===== src/rtl/dm_pkg.sv =====
// DMI transport types shared by the DTM, the arbiter and the debug module.
package dm;

    typedef enum logic [1:0] {
        DTM_NOP   = 2'h0,
        DTM_READ  = 2'h1,
        DTM_WRITE = 2'h2
    } dtm_op_e;

    typedef struct packed {
        logic [6:0]  addr;
        dtm_op_e     op;
        logic [31:0] data;
    } dmi_req_t;

    typedef struct packed {
        logic [31:0] data;
        logic [1:0]  resp;
    } dmi_resp_t;

endpackage


===== src/rtl/dmi_arbiter_fifo.sv =====
// Outstanding-ID FIFO: remembers which master issued each request still
// awaiting a DM response, so responses route back in issue order.
module dmi_arbiter_fifo #(
    parameter int unsigned Width = 1,
    parameter int unsigned Depth = 2
) (
    input  logic             clk_i,
    input  logic             rst_ni,
    input  logic             push_i,
    input  logic [Width-1:0] data_i,
    input  logic             pop_i,
    output logic [Width-1:0] data_o,
    output logic             full_o,
    output logic             empty_o
);

    localparam int unsigned PtrW = (Depth > 1) ? $clog2(Depth) : 1;
    localparam int unsigned CntW = $clog2(Depth + 1);

    logic [Width-1:0] mem_q [Depth];
    logic [Width-1:0] mem_d [Depth];
    logic [PtrW-1:0]  wr_ptr_q, wr_ptr_d;
    logic [PtrW-1:0]  rd_ptr_q, rd_ptr_d;
    logic [CntW-1:0]  count_q, count_d;
    logic             push, pop;

    // Explicit wrap keeps non-power-of-two depths correct.
    function automatic logic [PtrW-1:0] ptr_inc(input logic [PtrW-1:0] ptr);
        if (ptr == PtrW'(Depth - 1)) begin
            return '0;
        end
        return ptr + 1'b1;
    endfunction

    assign full_o  = (count_q == CntW'(Depth));
    assign empty_o = (count_q == '0);
    assign data_o  = mem_q[rd_ptr_q];

    // Next-state for storage, pointers and occupancy count.
    always_comb begin
        push     = push_i & ~full_o;
        pop      = pop_i & ~empty_o;
        mem_d    = mem_q;
        wr_ptr_d = wr_ptr_q;
        rd_ptr_d = rd_ptr_q;
        count_d  = count_q;
        if (push) begin
            mem_d[wr_ptr_q] = data_i;
            wr_ptr_d        = ptr_inc(wr_ptr_q);
        end
        if (pop) begin
            rd_ptr_d = ptr_inc(rd_ptr_q);
        end
        case ({push, pop})
            2'b10:   count_d = count_q + 1'b1;
            2'b01:   count_d = count_q - 1'b1;
            default: count_d = count_q;
        endcase
    end

    // FIFO state registers; reset empties the FIFO.
    always_ff @(posedge clk_i or negedge rst_ni) begin
        if (!rst_ni) begin
            for (int unsigned i = 0; i < Depth; i++) begin
                mem_q[i] <= '0;
            end
            wr_ptr_q <= '0;
            rd_ptr_q <= '0;
            count_q  <= '0;
        end else begin
            mem_q    <= mem_d;
            wr_ptr_q <= wr_ptr_d;
            rd_ptr_q <= rd_ptr_d;
            count_q  <= count_d;
        end
    end

endmodule


===== src/rtl/dmi_arbiter.sv =====
// Shares one DMI target port between NumReq masters: round-robin request
// arbitration with grant locking while stalled, in-order response routing.
module dmi_arbiter #(
    parameter int unsigned NumReq         = 2,
    parameter int unsigned MaxOutstanding = 2
) (
    input  logic                       clk_i,
    input  logic                       rst_ni,
    input  dm::dmi_req_t [NumReq-1:0]  req_i,
    input  logic [NumReq-1:0]          req_valid_i,
    output logic [NumReq-1:0]          req_ready_o,
    output dm::dmi_resp_t              resp_o,
    output logic [NumReq-1:0]          resp_valid_o,
    input  logic [NumReq-1:0]          resp_ready_i,
    output dm::dmi_req_t               dmi_req_o,
    output logic                       dmi_req_valid_o,
    input  logic                       dmi_req_ready_i,
    input  dm::dmi_resp_t              dmi_resp_i,
    input  logic                       dmi_resp_valid_i,
    output logic                       dmi_resp_ready_o,
    output logic                       spurious_resp_o
);

    localparam int unsigned IdxW = (NumReq > 1) ? $clog2(NumReq) : 1;

    logic [IdxW-1:0] rr_q, rr_d;
    logic            lock_q, lock_d;
    logic [IdxW-1:0] lockidx_q, lockidx_d;
    logic [IdxW-1:0] grant;
    logic [IdxW-1:0] head;
    logic            req_hs;
    logic            fifo_pop;
    logic            fifo_full;
    logic            fifo_empty;

    // First valid requester at or after start, wrapping modulo NumReq.
    function automatic logic [IdxW-1:0] rr_search(input logic [NumReq-1:0] valid,
                                                  input logic [IdxW-1:0]   start);
        logic [IdxW-1:0] pick;
        logic            found;
        int unsigned     idx;
        pick  = start;
        found = 1'b0;
        for (int unsigned i = 0; i < NumReq; i++) begin
            idx = (32'(start) + i) % NumReq;
            if (!found && valid[IdxW'(idx)]) begin
                pick  = IdxW'(idx);
                found = 1'b1;
            end
        end
        return pick;
    endfunction

    // Request side: grant selection, issue gating and lock/round-robin update.
    always_comb begin
        grant           = lock_q ? lockidx_q : rr_search(req_valid_i, rr_q);
        dmi_req_valid_o = req_valid_i[grant] & ~fifo_full;
        dmi_req_o       = req_i[grant];
        req_ready_o     = '0;
        req_ready_o[grant] = dmi_req_ready_i & ~fifo_full;
        req_hs          = dmi_req_valid_o & dmi_req_ready_i;
        rr_d            = rr_q;
        lock_d          = lock_q;
        lockidx_d       = lockidx_q;
        if (req_hs) begin
            rr_d   = (grant == IdxW'(NumReq - 1)) ? '0 : grant + 1'b1;
            lock_d = 1'b0;
        end else if (dmi_req_valid_o) begin
            lock_d    = 1'b1;
            lockidx_d = grant;
        end
    end

    // Response side: route to the FIFO head, or drain as spurious when empty.
    always_comb begin
        resp_o           = dmi_resp_i;
        resp_valid_o     = '0;
        dmi_resp_ready_o = 1'b1;
        spurious_resp_o  = 1'b0;
        fifo_pop         = 1'b0;
        if (fifo_empty) begin
            spurious_resp_o = dmi_resp_valid_i;
        end else begin
            resp_valid_o[head] = dmi_resp_valid_i;
            dmi_resp_ready_o   = resp_ready_i[head];
            fifo_pop           = dmi_resp_valid_i & resp_ready_i[head];
        end
    end

    // Arbitration state registers.
    always_ff @(posedge clk_i or negedge rst_ni) begin
        if (!rst_ni) begin
            rr_q      <= '0;
            lock_q    <= 1'b0;
            lockidx_q <= '0;
        end else begin
            rr_q      <= rr_d;
            lock_q    <= lock_d;
            lockidx_q <= lockidx_d;
        end
    end

    dmi_arbiter_fifo #(
        .Width (IdxW),
        .Depth (MaxOutstanding)
    ) u_id_fifo (
        .clk_i   (clk_i),
        .rst_ni  (rst_ni),
        .push_i  (req_hs),
        .data_i  (grant),
        .pop_i   (fifo_pop),
        .data_o  (head),
        .full_o  (fifo_full),
        .empty_o (fifo_empty)
    );

endmodule


===== config.mk =====
export PLATFORM = sky130hd
export DESIGN_NAME = dmi_arbiter
export DESIGN_NICKNAME = d
export VERILOG_FILES = /design/src/rtl/dm_pkg.sv /design/src/rtl/dmi_arbiter_fifo.sv /design/src/rtl/dmi_arbiter.sv
export SDC_FILE = /design/constraint.sdc
export NUM_CORES = 1
export LEC_CHECK = 0
export ABC_CLOCK_PERIOD_IN_PS = 2000
export BUFFER_PORTS_ARGS = -buffer_cell sky130_fd_sc_hd__buf_2
export CAP_MARGIN = 20
export CORE_MARGIN = 10
export CORE_UTILIZATION = 29
export CTS_CLUSTER_DIAMETER = 80
export CTS_CLUSTER_SIZE = 40
export DETAILED_ROUTE_END_ITERATION = 10
export GPL_ROUTABILITY_DRIVEN = 1
export GPL_TIMING_DRIVEN = 0
export MAX_ROUTING_LAYER = met4
export PLACE_DENSITY_LB_ADDON = 0.1
export SETUP_SLACK_MARGIN = 0.2
export SYNTH_ARGS = -nofsm -noshare
export SYNTH_HDL_FRONTEND = slang
export SYNTH_SLANG_ARGS = --single-unit

===== constraint.sdc =====
create_clock -name clk_i -period 2 [get_ports clk_i]
set_clock_uncertainty 0.1 [all_clocks]
set_input_delay 0.3 -clock clk_i [delete_from_list [all_inputs] [get_ports clk_i]]
set_output_delay 0.3 -clock clk_i [all_outputs]
set_load 0.02 [all_outputs]

==> flow_summary_export.csv, run 1 <==
group,metric,value,unit
run_status,status,"finished, violations left",
run_status,violations,"negative setup slack",
finish,n_antenna_cell,0,
setup_path,startpoint,"rr_q",
timing,grt_setup_unrepaired,"yes",
yosys,async_reset_ff_frac,1.00,
grt,antenna_found_initial,0,
timing,setup_viol,42,
routing,vias,1645,
timing,maxSlewHeadroom,0.752,
timing,layout_setup_ws,-135,ps
yosys,yosysTopAreaCellShare,0.372,
timing,worst_pin_slew,370,ps
setup_path,cp.required,1600,ps
yosys,synth-main-ff-cell,"dfrtp_1",
yosys,ys_ff_latch,9,
grt,globalRoute.totalOverflow,0,
finish,finalNetCount,449,
job,maxCapViolations,0,
place,routabilityCongestion,0.775,
yosys,synth_edf_count,0,
finish,final_cell_area,2740,µm²
setup_path,crit_buf_inv,3,
yosys,netlist_area,1270,µm²
setup_path,path_max_fanout,10,
floorplanning,initial_core_util,0.296,
timing,finalCriticalPeriod,2140,ps
finish,final_layout_size_suffix_gt1_frac,0.892,
routing,dr.pass1.iters,4,
setup_path,cp_cell_sequence,"a21oi_2 > o31a_1 > buf_6 > buf_8 > mux2_2 > buf_2",
finish,nFillCells,367,
floorplanning,core,4290,µm²
timing,fmax,468,MHz
floorplanning,io_pins,206,
yosys,yosysUniqueCellTypes,27,
floorplanning,dieHeight,86.2,µm
timing,fin_crit_sh,1.07,
setup_path,end_kind,"output pin",
cts,cts.clk_slew.worst_paths,40,ps
setup_path,timing.rr.start,"lock_q",
yosys,seq_area_frac_synth,0.177,
setup_path,start_kind,"register",
grt,grt_pass1_wl,9570,µm
routing,drtIter0Drc,43,
routing,viasPerCell,4.39,
routing,drc_errors,0,
setup_path,worst-setup-path-type,"reg -> out",
worst_hold_path,min_path_type,"in -> reg",
power,power_density,1520,nW/µm²
floorplanning,num_rows,24,
yosys,synth_top_area_cell,"mux2_1",
power,p_leak,1.52,nW
yosys,syn_nets,253,
floorplanning,die_x,86.2,µm
power,peakVddDrop,1.04,mV
place,place_hpwl,5790,µm
cts,clk_path_buf_depth,2,
setup_path,critPathArrivalTime,1740,ps
setup_path,cpPeakStageDelay,390,ps
cts,cts_tree,"built",
grt,grt_usage,0.165,
timing,hold_violations,0,
routing,drtAntennaViolNets,0,
yosys,synth_common_cells,"mux2_1 (42), buf_4 (34), dfrtp_1 (9)",
setup_path,cp_top_family,"buffers and inverters",
yosys,synthTopCellsByArea,"mux2_1 (37%), buf_4 (20%), dfrtp_1 (18%), buf_6 (3.5%), xnor2_1 (2.8%)",
grt,first_global_vias,1784,
routing,finalWirelength,6930,µm
yosys,avgSynthCellArea,9.94,µm²
cts,clock_tree.root_cell,"clkbuf_8",
yosys,synth_warnings,0,
floorplanning,die_area,7440,µm²
cts,clk_latency,230,ps
yosys,synthCells,128,
grt,grt_max_degree,11,
worst_hold_path,hp-start,"dmi_req_ready_i",
finish,fin_util,0.637,
timing,maxSlewViolCount,0,
cts,h-tree-depth,1,
place,placedInstanceArea,2210,µm²
setup_path,critPathSlowestCell,"dfrtp_1",
finish,syn2layout_area_growth,115,%
cts,cts_num_sinks,9,
routing,avgRoutedWirePerCell,18.5,µm
cts,numCtsBuffers,3,
yosys,synth.most_common_cell,"mux2_1",
place,io_buffer_count,171,
state kept, by name, indices dropped and copies added, names as in the netlist:
signal              cells
lock_q                  1
lockidx_q               1
rr_q                    1
u_id_fifo.count_q       2
u_id_fifo.mem_q         2
u_id_fifo.rd_ptr_q      1
u_id_fifo.wr_ptr_q      1
worst register-to-register path, cell delays in order (launching register included):
cell     delay [ps]
dfrtp_2         430
o31a_1          330
buf_6           160
buf_8           150
buf_6           130
buf_6           110
mux2_4          250
logic make-up after synthesis:
group                    count (synthesis)  share of synthesized area
multiplexers                            46                      0.407
flip-flops                               9                      0.177
XOR/XNOR                                 5                     0.0344
AND/OR/NAND/NOR                         12                     0.0443
buffers and inverters                   43                      0.252
adder cells (fa/ha/maj)                  1                    0.00983
AO/OA/AOI/OAI                           12                     0.0757
area by class of cell:
type / count / area (µm²) / area share
buffer: 39 / 327 / 0.119
clock buffer: 4 / 45.0 / 0.0165
inverter: 4 / 15.0 / 0.00549
multi-input combinational: 76 / 821 / 0.300
sequential: 9 / 228 / 0.0832
tap: 52 / 65.1 / 0.0238
timing repair buffer: 191 / 1240 / 0.452
power by group:
part | switching (mW) | total, mW | internal (mW)
sequential | 0.111 | 0.396 | 0.285
combinational | 1.57 | 3.54 | 1.97
clock | 0.0695 | 0.208 | 0.139
layer usage:
| metal | track usage | up-vias | routed length, µm |
|---|---|---|---|
| met2 | 0.298 | 103 | 3840 |
| met1 | 0.150 | 730 | 2160 |
| met4 | 0.0383 | 0 | 96 |
| li1 | - | 804 | - |
| met5 | - | - | 0 |
| met3 | 0.0854 | 8 | 832 |
repair_timing:
item                                   in CTS  in global routing
buffers inserted                           10                  7
gates cloned                                2                  0
setup endpoints to repair                  46                 47
pin swaps                                   3                  3
resized for setup                          60                 40
endpoints found under the hold margin       9                  0
hold buffers                                1                  0
through the flow:
step / power, mW / setup slack (ps) / TNS [ps] / hold slack, ps / std cells
final: 4.15 / -135 / -4700 / 277 / 375
after floorplan: 2.17 / 88.6 / 0 / -95.6 / 128
after CTS: 3.79 / -131 / -4510 / 274 / 368
after global routing: 4.39 / -220 / -7710 / 289 / 375
after detailed placement: 2.86 / -104 / -3130 / 59.4 / 351
after global placement: 2.85 / -84.3 / -2540 / 63.7 / 351
layout by cell type, fill, tap and decap left out, types with 2 or more instances in the layout:
cell type and n:
inv_1 3, nand2_2 2, buf_2 139, a31oi_1 2
mux2i_2 2, mux2_4 13, dfrtp_2 2, dfrtp_1 7
nor2_1 5, buf_8 4, buf_4 50, buf_6 35
mux2_2 29, clkbuf_8 3, xnor2_1 4, o21ai_1 3
final timing paths:
path,cells past startpoint,slack [ps],endpoint
hold / removal,2,280,u_id_fifo.mem_q[0]
max in group asynchronous,2,1260,u_id_fifo.count_q[0]
hold reg to reg,1,410,u_id_fifo.mem_q[1]
setup reg to reg,6,240,rr_q
setup / recovery,6,-140,dmi_req_o[0]
min in group asynchronous,2,350,lockidx_q
(Power assumes the default switching activity.)
==> run 2: changes to the inputs <==
BUFFER_PORTS_ARGS = -buffer_cell sky130_fd_sc_hd__clkbuf_2   (was -buffer_cell sky130_fd_sc_hd__buf_2)
CORE_ASPECT_RATIO = 2   (was not set)
==> flow_summary_export.csv, run 2 (synthesis results as in run 1) <==
group,metric,value,unit
run_status,status,"finished, violations left",
run_status,violations,"negative setup slack",
floorplanning,initial_core_util,0.296,
place,io_buffer_count,171,
cts,numCtsBuffers,3,
power,power_density,1450,nW/µm²
timing,hold_violations,0,
timing,grt_setup_unrepaired,"yes",
routing,finalWirelength,7210,µm
routing,vias,1607,
power,sw_frac_of_total,0.452,
setup_path,startpoint,"lock_q",
floorplanning,die_x,66.8,µm
power,p_leak,1.46,nW
cts,cts_tree,"built",
floorplanning,dieHeight,114,µm
power,comb_power_share,0.836,
finish,multi_input_area,811,µm²
power,power.net_switching,1.67,mW
timing,fin_tns_setup,-3490,ps
floorplanning,core,4300,µm²
setup_path,worst-setup-path-type,"reg -> out",
setup_path,rrSetupSlack,190,ps
timing,layout_setup_ws,-122,ps
routing,avgRoutedWirePerCell,19.6,µm
place,placedInstanceArea,2210,µm²
grt,antenna_found_initial,1,
grt,first_global_vias,1881,
setup_path,timing.rr.start,"u_id_fifo.rd_ptr_q",
setup_path,start_kind,"register",
cts,clk_path_buf_depth,2,
setup_path,worstReg2RegEnd,"u_id_fifo.count_q[1]",
routing,drtAntennaViolNets,0,
power,power_frac_seq,0.107,
cts,cts_num_sinks,9,
finish,final_layout_size_suffix_gt1_frac,0.869,
worst_hold_path,hold_end,"u_id_fifo.mem_q[0]",
setup_path,r2r_cells,8,
grt,globalRoute.totalOverflow,0,
setup_path,critPathArrivalTime,1720,ps
worst_hold_path,hp-start,"dmi_req_ready_i",
timing,fin_crit_sh,1.06,
floorplanning,io_pins,206,
finish,layout.area.seq,228,µm²
timing,maxSlewViolCount,0,
timing,setup_viol,41,
worst_hold_path,min_path_type,"in -> reg",
cts,cts.clk_slew.worst_paths,40,ps
grt,grt_pass1_wl,10600,µm
timing,worst_pin_slew,428,ps
cts,h-tree-depth,1,
timing,maxSlewHeadroom,0.712,
cts,clock_tree.root_cell,"clkbuf_8",
power,clockPowerShare,0.057,
grt,grt_max_degree,11,
timing,fmax,471,MHz
cts,clk_latency,240,ps
floorplanning,num_rows,34,
setup_path,path_max_fanout,6,
place,place_hpwl,6470,µm
power,peakVddDrop,0.865,mV
power,internal_power,2.03,mW
floorplanning,die_area,7600,µm²
finish,final_cell_mix,"clkbuf_2 (135), buf_4 (42), mux2_2 (27)",
finish,mostFrequentLayoutCell,"clkbuf_2",
worst_hold_path,min_path_cells,2,
job,maxCapViolations,0,
timing,finalCriticalPeriod,2120,ps
finish,final_cell_area,2550,µm²
finish,top_regs,"u_id_fifo.count_q (2), u_id_fifo.mem_q (2)",
routing,drtIter0Drc,36,
finish,nFillCells,400,
routing,viasPerCell,4.38,
routing,drc_errors,0,
grt,grt_usage,0.189,
setup_path,end_kind,"output pin",
power,power.total,3.71,mW
finish,syn2layout_area_growth,101,%
routing,dr.pass1.iters,4,
setup_path,cp.required,1600,ps
place,routabilityCongestion,0.788,
finish,finalNetCount,438,
-- run 2: final cells by class --
class / count / area share
Timing Repair Buffer: 180 / 0.415
Multi-Input combinational cell: 76 / 0.317
Buffer: 39 / 0.128
Sequential cell: 9 / 0.0891
Tap cell: 54 / 0.0264
Clock buffer: 4 / 0.0176
Inverter: 4 / 0.00588
Antenna cell: 1 / 0.000979
-- run 2: per-layer routing --
layer	GRT usage	wire, µm
met2	0.331	4000
met5	-	0
met1	0.179	2270
met3	0.0806	859
met4	0.0563	81
-- run 2: what timing repair did --
item,4_1_cts,5_1_grt
endpoints found under the setup margin,47,49
hold buffers,1,0
endpoints found under the hold margin,9,0
resized for setup,47,48
buffers inserted,7,1
pin swaps,9,6
-- run 2: worst max-delay path by stage --
stage,endpoint,slack [ps],cells past startpoint
floorplan,u_id_fifo.count_q[1],90,7
detailed placement,dmi_req_o[4],-110,8
CTS,dmi_req_o[14],-130,6
global route,dmi_req_o[20],-200,6
finish,dmi_req_o[14],-120,5
global placement,dmi_req_o[4],-90,8
-- run 2: metrics by stage --
stage / hold WS (ps) / instances / utilization / setup slack [ps]
6_report: 265 / 367 / 0.595 / -122
2_1_floorplan: -95.6 / 128 / - / 88.6
4_1_cts: 269 / 365 / 0.579 / -128
3_5_place_dp: 65.5 / 353 / 0.514 / -113
3_3_place_gp: 65.1 / 353 / 0.514 / -93.9
5_1_grt: 297 / 367 / 0.595 / -198
-- run 2: critical path, cell delays in order, from the launching register on --
cell and delay [ps]:
dfrtp_2 420, o31a_1 290, buf_6 140, buf_4 150, mux2_1 320, clkbuf_8 160
-- run 2: power by group through the flow --
stage	Clock (mW)	Combinational [mW]	Sequential (mW)
floorplan	0	1.80	0.361
detailed placement	0	2.49	0.387
finish	0.212	3.10	0.395
global route	0.225	3.31	0.408
global placement	0	2.49	0.389
CTS	0.217	2.99	0.393
==> run 3: changes to the inputs <==
SKIP_CTS_REPAIR_TIMING = 1   (was not set)
==> flow_summary_export.csv, run 3 (synthesis results as in run 1) <==
group,metric,value,unit
routing,dr_wl_met2,4040,µm
power,power_density,1460,nW/µm²
grt,antenna_found_initial,0,
power,power.net_switching,1.67,mW
power,peakVddDrop,0.902,mV
routing,dr.pass1.iters,4,
run_status,status,"finished, violations left",
finish,finalNetCount,446,
finish,mostFrequentLayoutCell,"clkbuf_2",
place,place_hpwl,6470,µm
routing,drtIter0Drc,23,
timing,maxSlewHeadroom,0.690,
timing,hold_violations,0,
place,routabilityCongestion,0.788,
floorplanning,dieHeight,114,µm
cts,clk_latency,240,ps
timing,finalCriticalPeriod,2130,ps
timing,worst_pin_slew,461,ps
routing,drc_errors,0,
cts,h-tree-depth,1,
floorplanning,die_x,66.8,µm
setup_path,start_kind,"register",
cts,numCtsBuffers,3,
routing,highest_layer,"met4",
power,comb_power_share,0.834,
setup_path,worst-setup-path-type,"reg -> out",
routing,avgRoutedWirePerCell,19.5,µm
grt,globalRoute.totalOverflow,0,
timing,maxSlewViolCount,0,
finish,instances_no_fill,374,
cts,cts_tree,"built",
finish,final_cell_area,2530,µm²
routing,viasPerCell,4.42,
timing,fin_crit_sh,1.06,
cts,clk_path_buf_depth,2,
finish,final_cell_mix,"clkbuf_2 (132), buf_4 (52), mux2_2 (36)",
setup_path,path_max_fanout,10,
grt,grt_pass1_wl,10000,µm
floorplanning,initial_core_util,0.296,
finish,top_regs,"u_id_fifo.count_q (2), u_id_fifo.mem_q (2)",
job,maxCapViolations,0,
timing,setup_viol,41,
place,io_buffer_count,171,
floorplanning,core,4300,µm²
grt,first_global_vias,1770,
routing,finalWirelength,7310,µm
timing,grt_setup_unrepaired,"yes",
cts,cts_num_sinks,9,
routing,wl_met1,2310,µm
finish,syn2layout_area_growth,99.2,%
finish,final_layout_size_suffix_gt1_frac,0.881,
place,placedInstanceArea,2210,µm²
worst_hold_path,min_path_type,"in -> reg",
setup_path,end_kind,"output pin",
floorplanning,num_rows,34,
cts,clock_tree.root_cell,"clkbuf_8",
floorplanning,die_area,7600,µm²
floorplanning,io_pins,206,
power,sw_frac_of_total,0.450,
power,clockPowerShare,0.057,
grt,grt_max_degree,11,
run_status,violations,"negative setup slack",
power,internal_power,2.03,mW
routing,drtAntennaViolNets,0,
finish,nFillCells,404,
cts,cts.clk_slew.worst_paths,40,ps
setup_path,critPathArrivalTime,1730,ps
finish,n_antenna_cell,0,
setup_path,cp.required,1600,ps
routing,vias,1654,
timing,fin_tns_setup,-4450,ps
place,dp_cells,353,
place,pre_cts_ws,-113,ps
routing,routed-wl-met3,848,µm
power,power_frac_seq,0.109,
power,p_leak,1.45,nW
timing,fmax,470,MHz
timing,layout_setup_ws,-128,ps
grt,grt_usage,0.179,
power,power.total,3.70,mW
==> run 3: final cells by class <==
type | count | area, µm² | area share
clock buffers | 4 | 45.0 | 0.0178
repair buffers | 188 | 1080 | 0.425
flip-flops and latches | 9 | 228 | 0.0898
plain buffers | 39 | 323 | 0.127
well taps | 54 | 67.6 | 0.0267
multi-input cells | 76 | 778 | 0.307
inverters | 4 | 15.0 | 0.00592
==> run 3: per-stage QoR <==
stage	hold slack [ps]	utilization
CTS	-187	0.524
global placement	65.1	0.514
floorplan	-95.6	-
finish	278	0.590
detailed placement	65.5	0.514
global route	298	0.590
==> run 3: worst paths after layout <==
path,slack [ps],cells after the start,startpoint,to
worst max-delay path,-130,6,rr_q,dmi_req_o[4]
worst min-delay path,280,2,dmi_req_ready_i,u_id_fifo.mem_q[0]
worst max register to register,170,8,lockidx_q,u_id_fifo.count_q[1]
worst min register to register,410,1,u_id_fifo.rd_ptr_q,u_id_fifo.rd_ptr_q
max in group asynchronous,1240,2,rst_ni,lock_q
min in group asynchronous,350,2,rst_ni,u_id_fifo.count_q[1]
==> run 3: critical path: stages, from the launching register on <==
cell and delay (ps):
dfrtp_1 390, a21oi_2 140, o31a_1 160, buf_6 150
buf_6 150, mux2_2 330, buf_2 170
==> run 3: per-layer routing <==
layer / vias to the layer above / track usage
li1: 797 / -
met5: - / -
met3: 8 / 0.0727
met2: 112 / 0.311
met1: 737 / 0.169
met4: 0 / 0.0633
==> run 3: power groups by stage <==
| stage | sequential (mW) | clock [mW] | combinational (mW) |
|---|---|---|---|
| 2_1_floorplan | 0.361 | 0 | 1.80 |
| 3_3_place_gp | 0.389 | 0 | 2.49 |
| 3_5_place_dp | 0.387 | 0 | 2.49 |
| 4_1_cts | 0.386 | 0.217 | 2.51 |
| 5_1_grt | 0.414 | 0.226 | 3.28 |
| 6_report | 0.402 | 0.211 | 3.09 |
